`src/rtl/tcb_lib_pkg.sv`:
```
// Shared TCB library types and helpers: request/response payloads, pointer wrap, count width.
// Pure declarations, no logic of its own.
package tcb_lib_pkg;

    typedef struct packed {
        logic        wen;
        logic [31:0] adr;
        logic [3:0]  ben;
        logic [31:0] wdt;
    } tcb_req_t;

    typedef struct packed {
        logic [31:0] rdt;
        logic        err;
    } tcb_rsp_t;

    // Wrap at depth-1 explicitly so non-power-of-two depths work.
    function automatic int unsigned tcb_lib_ptr_inc(input int unsigned ptr, input int unsigned depth);
        return (ptr == depth - 1) ? 0 : ptr + 1;
    endfunction

    function automatic int unsigned TCB_LIB_CNT_W(input int unsigned depth);
        return $clog2(depth + 1);
    endfunction

endpackage

```
`src/rtl/tcb_if.sv`:
```
// TCB point-to-point link: valid/ready request channel plus response payload.
interface tcb_if;
    import tcb_lib_pkg::*;

    logic     vld;
    tcb_req_t req;
    logic     rdy;
    tcb_rsp_t rsp;

    modport man (output vld, output req, input rdy, input rsp);
    modport sub (input vld, input req, output rdy, output rsp);
endinterface

```
`src/rtl/tcb_lib_buffer_ctl.sv`:
```
// Circular-buffer pointer and occupancy control for DEPTH entries.
// Latency: state updates on the clock edge after push/pop.
// Backpressure: full/empty are pure functions of registered count; push when full and pop when empty are ignored.
module tcb_lib_buffer_ctl
    import tcb_lib_pkg::*;
#(
    parameter  int unsigned DEPTH = 2,
    localparam int unsigned PTR_W = (DEPTH > 1) ? $clog2(DEPTH) : 1,
    localparam int unsigned CNT_W = TCB_LIB_CNT_W(DEPTH)
) (
    input  logic             clk,
    input  logic             rst,
    input  logic             push,
    input  logic             pop,
    output logic [PTR_W-1:0] wpt,
    output logic [PTR_W-1:0] rpt,
    output logic [CNT_W-1:0] cnt,
    output logic             full,
    output logic             empty
);

    logic push_ok;
    logic pop_ok;

    assign full    = (cnt == CNT_W'(DEPTH));
    assign empty   = (cnt == '0);
    assign push_ok = push & ~full;
    assign pop_ok  = pop & ~empty;

    always_ff @(posedge clk or negedge rst) begin
        if (!rst) begin
            wpt <= '0;
            rpt <= '0;
            cnt <= '0;
        end else begin
            if (push_ok) begin
                wpt <= PTR_W'(tcb_lib_ptr_inc(32'(wpt), DEPTH));
            end
            if (pop_ok) begin
                rpt <= PTR_W'(tcb_lib_ptr_inc(32'(rpt), DEPTH));
            end
            case ({push_ok, pop_ok})
                2'b10:   cnt <= cnt + 1'b1;
                2'b01:   cnt <= cnt - 1'b1;
                default: cnt <= cnt;
            endcase
        end
    end

endmodule

```
`src/rtl/tcb_lib_register_buffer.sv`:
```
// TCB request-path register buffer, DEPTH entries; response path is a straight wire. Option macro: TCB_LIB_REGISTER_BUFFER_BYPASS_EN.
// Latency: 1 cycle sub->man (0 when bypass enabled and buffer empty with man.rdy high).
// Backpressure: sub.rdy = not full, registered state only; no path from man.rdy.
module tcb_lib_register_buffer
    import tcb_lib_pkg::*;
#(
    parameter int unsigned DEPTH = 2,
    parameter int unsigned GRN   = 1
) (
    input  logic                       clk,
    input  logic                       rst,
    tcb_if.sub                         sub,
    tcb_if.man                         man,
    output logic [$clog2(DEPTH+1)-1:0] cnt
);

    localparam int unsigned PTR_W = (DEPTH > 1) ? $clog2(DEPTH) : 1;
    // A single-entry buffer still gets a 1-bit pointer, so give it a second slot to index.
    localparam int unsigned MEM_N = (DEPTH > 1) ? DEPTH : 2;

    if (DEPTH == 0 || DEPTH > 64 || GRN == 0) begin : g_bad_param
        $error("tcb_lib_register_buffer: DEPTH must be 1..64 and GRN nonzero");
    end

    logic [PTR_W-1:0] wpt;
    logic [PTR_W-1:0] rpt;
    logic             full;
    logic             empty;
    logic             push;
    logic             pop;
    tcb_req_t         mem [MEM_N];

    tcb_lib_buffer_ctl #(
        .DEPTH (DEPTH)
    ) u_ctl (
        .clk   (clk),
        .rst   (rst),
        .push  (push),
        .pop   (pop),
        .wpt   (wpt),
        .rpt   (rpt),
        .cnt   (cnt),
        .full  (full),
        .empty (empty)
    );

    always_ff @(posedge clk) begin
        if (push) begin
            mem[wpt] <= sub.req;
        end
    end

    always_comb begin
        sub.rdy = ~full;
        sub.rsp = man.rsp;
`ifdef TCB_LIB_REGISTER_BUFFER_BYPASS_EN
        // Empty buffer forwards the request; it is only stored if the subordinate stalls.
        man.vld = empty ? sub.vld : 1'b1;
        man.req = empty ? sub.req : mem[rpt];
        push    = sub.vld & ~full & ~(empty & man.rdy);
        pop     = ~empty & man.rdy;
`else
        man.vld = ~empty;
        man.req = mem[rpt];
        push    = sub.vld & ~full;
        pop     = ~empty & man.rdy;
`endif
    end

endmodule

```
`src/flat_wrapper.sv`:
```
// flat-port wrapper written by rule: the top's interface ports become plain ports
module tcb_lib_register_buffer_flat import tcb_lib_pkg::*;
#(
    parameter int unsigned DEPTH = 2,
    parameter int unsigned GRN   = 1
)
  (clk, rst, cnt, sub_vld, sub_req, sub_rdy, sub_rsp, man_vld, man_req, man_rdy, man_rsp);
  tcb_if sub_i ();
  tcb_if man_i ();
  input  logic clk;
  input  logic rst;
  output logic [$clog2(DEPTH+1)-1:0] cnt;
  input wire logic [$bits(sub_i.vld)-1:0] sub_vld;
  input wire logic [$bits(sub_i.req)-1:0] sub_req;
  output wire logic [$bits(sub_i.rdy)-1:0] sub_rdy;
  output wire logic [$bits(sub_i.rsp)-1:0] sub_rsp;
  output wire logic [$bits(man_i.vld)-1:0] man_vld;
  output wire logic [$bits(man_i.req)-1:0] man_req;
  input wire logic [$bits(man_i.rdy)-1:0] man_rdy;
  input wire logic [$bits(man_i.rsp)-1:0] man_rsp;
  assign sub_i.vld = sub_vld;
  assign sub_i.req = sub_req;
  assign sub_rdy = sub_i.rdy;
  assign sub_rsp = sub_i.rsp;
  assign man_vld = man_i.vld;
  assign man_req = man_i.req;
  assign man_i.rdy = man_rdy;
  assign man_i.rsp = man_rsp;
  tcb_lib_register_buffer #(.DEPTH(DEPTH), .GRN(GRN)) u_core (.clk(clk), .rst(rst), .sub(sub_i), .man(man_i), .cnt(cnt));
endmodule
```
`config.mk`:
```
export PLATFORM = sky130hd
export DESIGN_NAME = tcb_lib_register_buffer_flat
export DESIGN_NICKNAME = d
export VERILOG_FILES = /design/src/rtl/tcb_lib_pkg.sv /design/src/rtl/tcb_if.sv /design/src/rtl/tcb_lib_buffer_ctl.sv /design/src/rtl/tcb_lib_register_buffer.sv /design/src/flat_wrapper.sv
export SDC_FILE = /design/constraint.sdc
export NUM_CORES = 1
export LEC_CHECK = 0
export CAP_MARGIN = 5
export CORE_MARGIN = 1
export CORE_UTILIZATION = 40
export CTS_CLUSTER_SIZE = 12
export DETAILED_ROUTE_END_ITERATION = 12
export PLACE_DENSITY = 0.74
export SYNTH_ARGS = -nofsm -noshare
export SYNTH_HDL_FRONTEND = slang
export SYNTH_HIERARCHICAL = 1
export SYNTH_SLANG_ARGS = --single-unit
```
`constraint.sdc`:
```
create_clock -name clk -period 16.4 [get_ports clk]
set_clock_uncertainty 0.2 [all_clocks]
set_input_delay 1.64 -clock clk [delete_from_list [all_inputs] [get_ports clk]]
set_output_delay 1.64 -clock clk [all_outputs]
set_load 0.1 [all_outputs]
```
==> summary.txt <==
Routing
  – Via count: between 2000 and 3000
  – 1st-pass router iterations: 4
  – DR iter-0 viols: 148
  – Post-route ant nets: 0
  – Via density: approximately 4.7
  – DR WL/cell: 17.1 µm
  – DR DRC count: 0
  – WL final: between 9000 and 10000 µm

Yosys
  – Synthesized instance count: 270
  – Syn avg cell area: 20.3 µm²
  – Netlist Area Pre-Place: approximately 0.0055 mm²
  – Count of unique library cells instantiated by Yosys: 18
  – Synth Register Bits: 142
  – Yosys Warn Count: 6
  – Sequential area share after synthesis: about 77%
  – Synthesized Nets: 377

Global routing
  – Grt met1 use: 16.3%
  – Largest net degree at the start of global routing: 71
  – Most Crowded Layer GR: met2
  – M3 GR Usage: under 10%
  – Grt total ovfl: 0
  – Vias in the first global route: 3043
  – Global-route wire length before repair: 15300 µm
  – Initial antenna violation count: 0
  – M2 GR Usage: 24.3%
  – Aggregate global-route resource usage: between 10% and 20%

Floorplan
  – Num rows: 42
  – Die area: 0.0142 mm²
  – Starting Density: about two fifths
  – Vert. Die Dim: 119 µm
  – # IOs: 212
  – Die width: 119 µm
  – Core box area: around 0.013 mm²

Clocking
  – H-tree depth: 4
  – Clk sinks: 142
  – Clk buf depth: 2
  – CTS tree: built
  – Reg clk slew, reported paths: 60 ps
  – Post_cts resized: 0
  – Clock Root Buffer: clkbuf_16
  – Num CTS Buffers: 17
  – CTS Hold Bufs: 0
  – Setup Fix Bufs, Post-CTS: 0
  – Clock Latency Late Sink: about 400 ps

Timing
  – Crit path time final: 4830 ps
  – Setup TNS: 0 ps
  – Worst slew pin tran: 1110 ps
  – RSZ-0062 raised after global routing: no
  – Period utilization: 29.5%
  – Fmax: 0.207 GHz
  – Fin. max-slew vios: 0
  – Final setup fails: 0
  – Final hold viol count: 0
  – Slew HR: 26.0%

Setup path
  – Reg-to-reg endpoint: u_core/mem[1][47]
  – Largest fanout on the critical path: 70
  – Critical Path Sink Type: output port
  – Reg2Reg Launch Point: u_core/u_ctl/cnt[1]
  – Reg2reg setup slack: approximately 14000 ps
  – Critical Path Max Stage Delay: 1140 ps
  – Critical-path top delay cell: clkdlybuf4s50_1
  – CP startpoint kind: register
  – Crit. Startpoint: u_core/u_ctl/rpt
  – Reg2Reg Depth: 3
  – Critical Path, Cell by Cell: mux2_2, clkdlybuf4s50_1
  – Critical Path AT: 2990 ps
  – Critical Path RT: between 10000 and 15000 ps
  – Critical Path End: man_req[38]
  – Crit path kind: register to output port

Cells and area
  – # nets final: about 500
  – Area grow syn2layout: 35.4%
  – ANT cells: 0
  – Post-layout util: 55.9%
  – Share of cells above drive strength 1: between 20% and 30%
  – Fill cell count: 1055

Run status
  – Status: finished clean

Placement
  – Hpwl dp: 6380 µm
  – Port Buffers: 145
  – Placer Congestion: 0.701

Min path
  – Worst min path class: register to register

Job
  – Max-cap viol count: 0
[cell type report]
cell class / instances / area, µm² / area share [%]
clock buffer: 19 / 433 / 5.82
clock inverter: 12 / 123 / 1.65
inverter: 3 / 11.3 / 0.151
multi-input combinational: 84 / 933 / 12.6
sequential: 142 / 4250 / 57.1
tap: 176 / 220 / 2.96
timing repair buffer: 147 / 1470 / 19.7
[worst min-delay path by stage]
stage	endpoint	startpoint	cells past startpoint	slack, ps
floorplan	u_core/u_ctl/wpt	u_core/u_ctl/wpt	1	260
global placement	u_core/u_ctl/wpt	u_core/u_ctl/wpt	1	310
detailed placement	u_core/u_ctl/wpt	u_core/u_ctl/wpt	1	310
CTS	u_core/u_ctl/wpt	u_core/u_ctl/wpt	1	320
global route	u_core/u_ctl/wpt	u_core/u_ctl/wpt	1	340
finish	u_core/u_ctl/wpt	u_core/u_ctl/wpt	1	320
[synthesized netlist by cell type]
master | instances | area [µm²]
mux2_4 | 10 | 150
o21ai_1 | 1 | 5.00
nor2b_2 | 1 | 8.76
nor2b_1 | 2 | 12.5
edfxtp_1 | 138 | 4140
mux2_2 | 59 | 664
nor3b_1 | 1 | 7.51
and3b_1 | 1 | 8.76
buf_4 | 33 | 248
xnor2_1 | 4 | 35.0
buf_8 | 1 | 15.0
nor2_1 | 3 | 11.3
xor2_1 | 1 | 8.76
dfrtp_1 | 4 | 100
buf_6 | 2 | 22.5
ha_1 | 1 | 12.5
buf_2 | 5 | 25.0
inv_1 | 3 | 11.3
[metal layers]
metal  wire (µm)  vias to the layer above
met5           0                        -
met4         290                        0
met1        4000                     1332
met3         654                       39
met2        5050                      102
li1            -                     1242
[metrics by stage]
step / hold slack (ps) / cell area (µm²) / cells / worst slack, ps
6_report: 321 / 7430 / 583 / 11570
5_1_grt: 340 / 7430 / 583 / 11440
4_1_cts: 320 / 7430 / 583 / 11500
3_5_place_dp: 314 / 6880 / 552 / 11960
3_3_place_gp: 306 / 6880 / 552 / 11970
2_1_floorplan: 261 / 5490 / 270 / 8980
[worst max-delay path: cells and delay by family, from the launching register on]
kind / cells / cell delay (ps)
buffers and inverters: 1 / 1140
flip-flops: 1 / 1080
multiplexers: 1 / 330
[kinds of logic (layout without fill, tap and decap cells)]
logic type	after synthesis	in the layout	synth area share [%]
flops	142	142	77.3
mux	69	69	14.8
buf+inv	44	181	5.86
simple gates	8	8	0.889
xor+xnor	5	5	0.798
fa+ha+maj	1	1	0.228
compound gates	1	1	0.0911
[sequential cells by signal, summed over array words and instances, names as in the netlist]
signal	flops
u_core/mem	138
u_core/u_ctl/cnt	2
u_core/u_ctl/rpt	1
u_core/u_ctl/wpt	1
[layout by cell type (no fill, tap or decap), types with 3 or more instances in the layout]
cell             instances
nor2_1                   3
clkdlybuf4s50_1        145
inv_1                    3
edfxtp_1               138
dfrtp_1                  3
clkinv_2                 3
clkbuf_16               17
xnor2_1                  4
mux2_4                  10
clkinvlp_4               3
mux2_2                  59
Power is left out: the tool's default activity adds up to more than one toggle a clock period on the data nets, which glitch-free logic cannot reach.
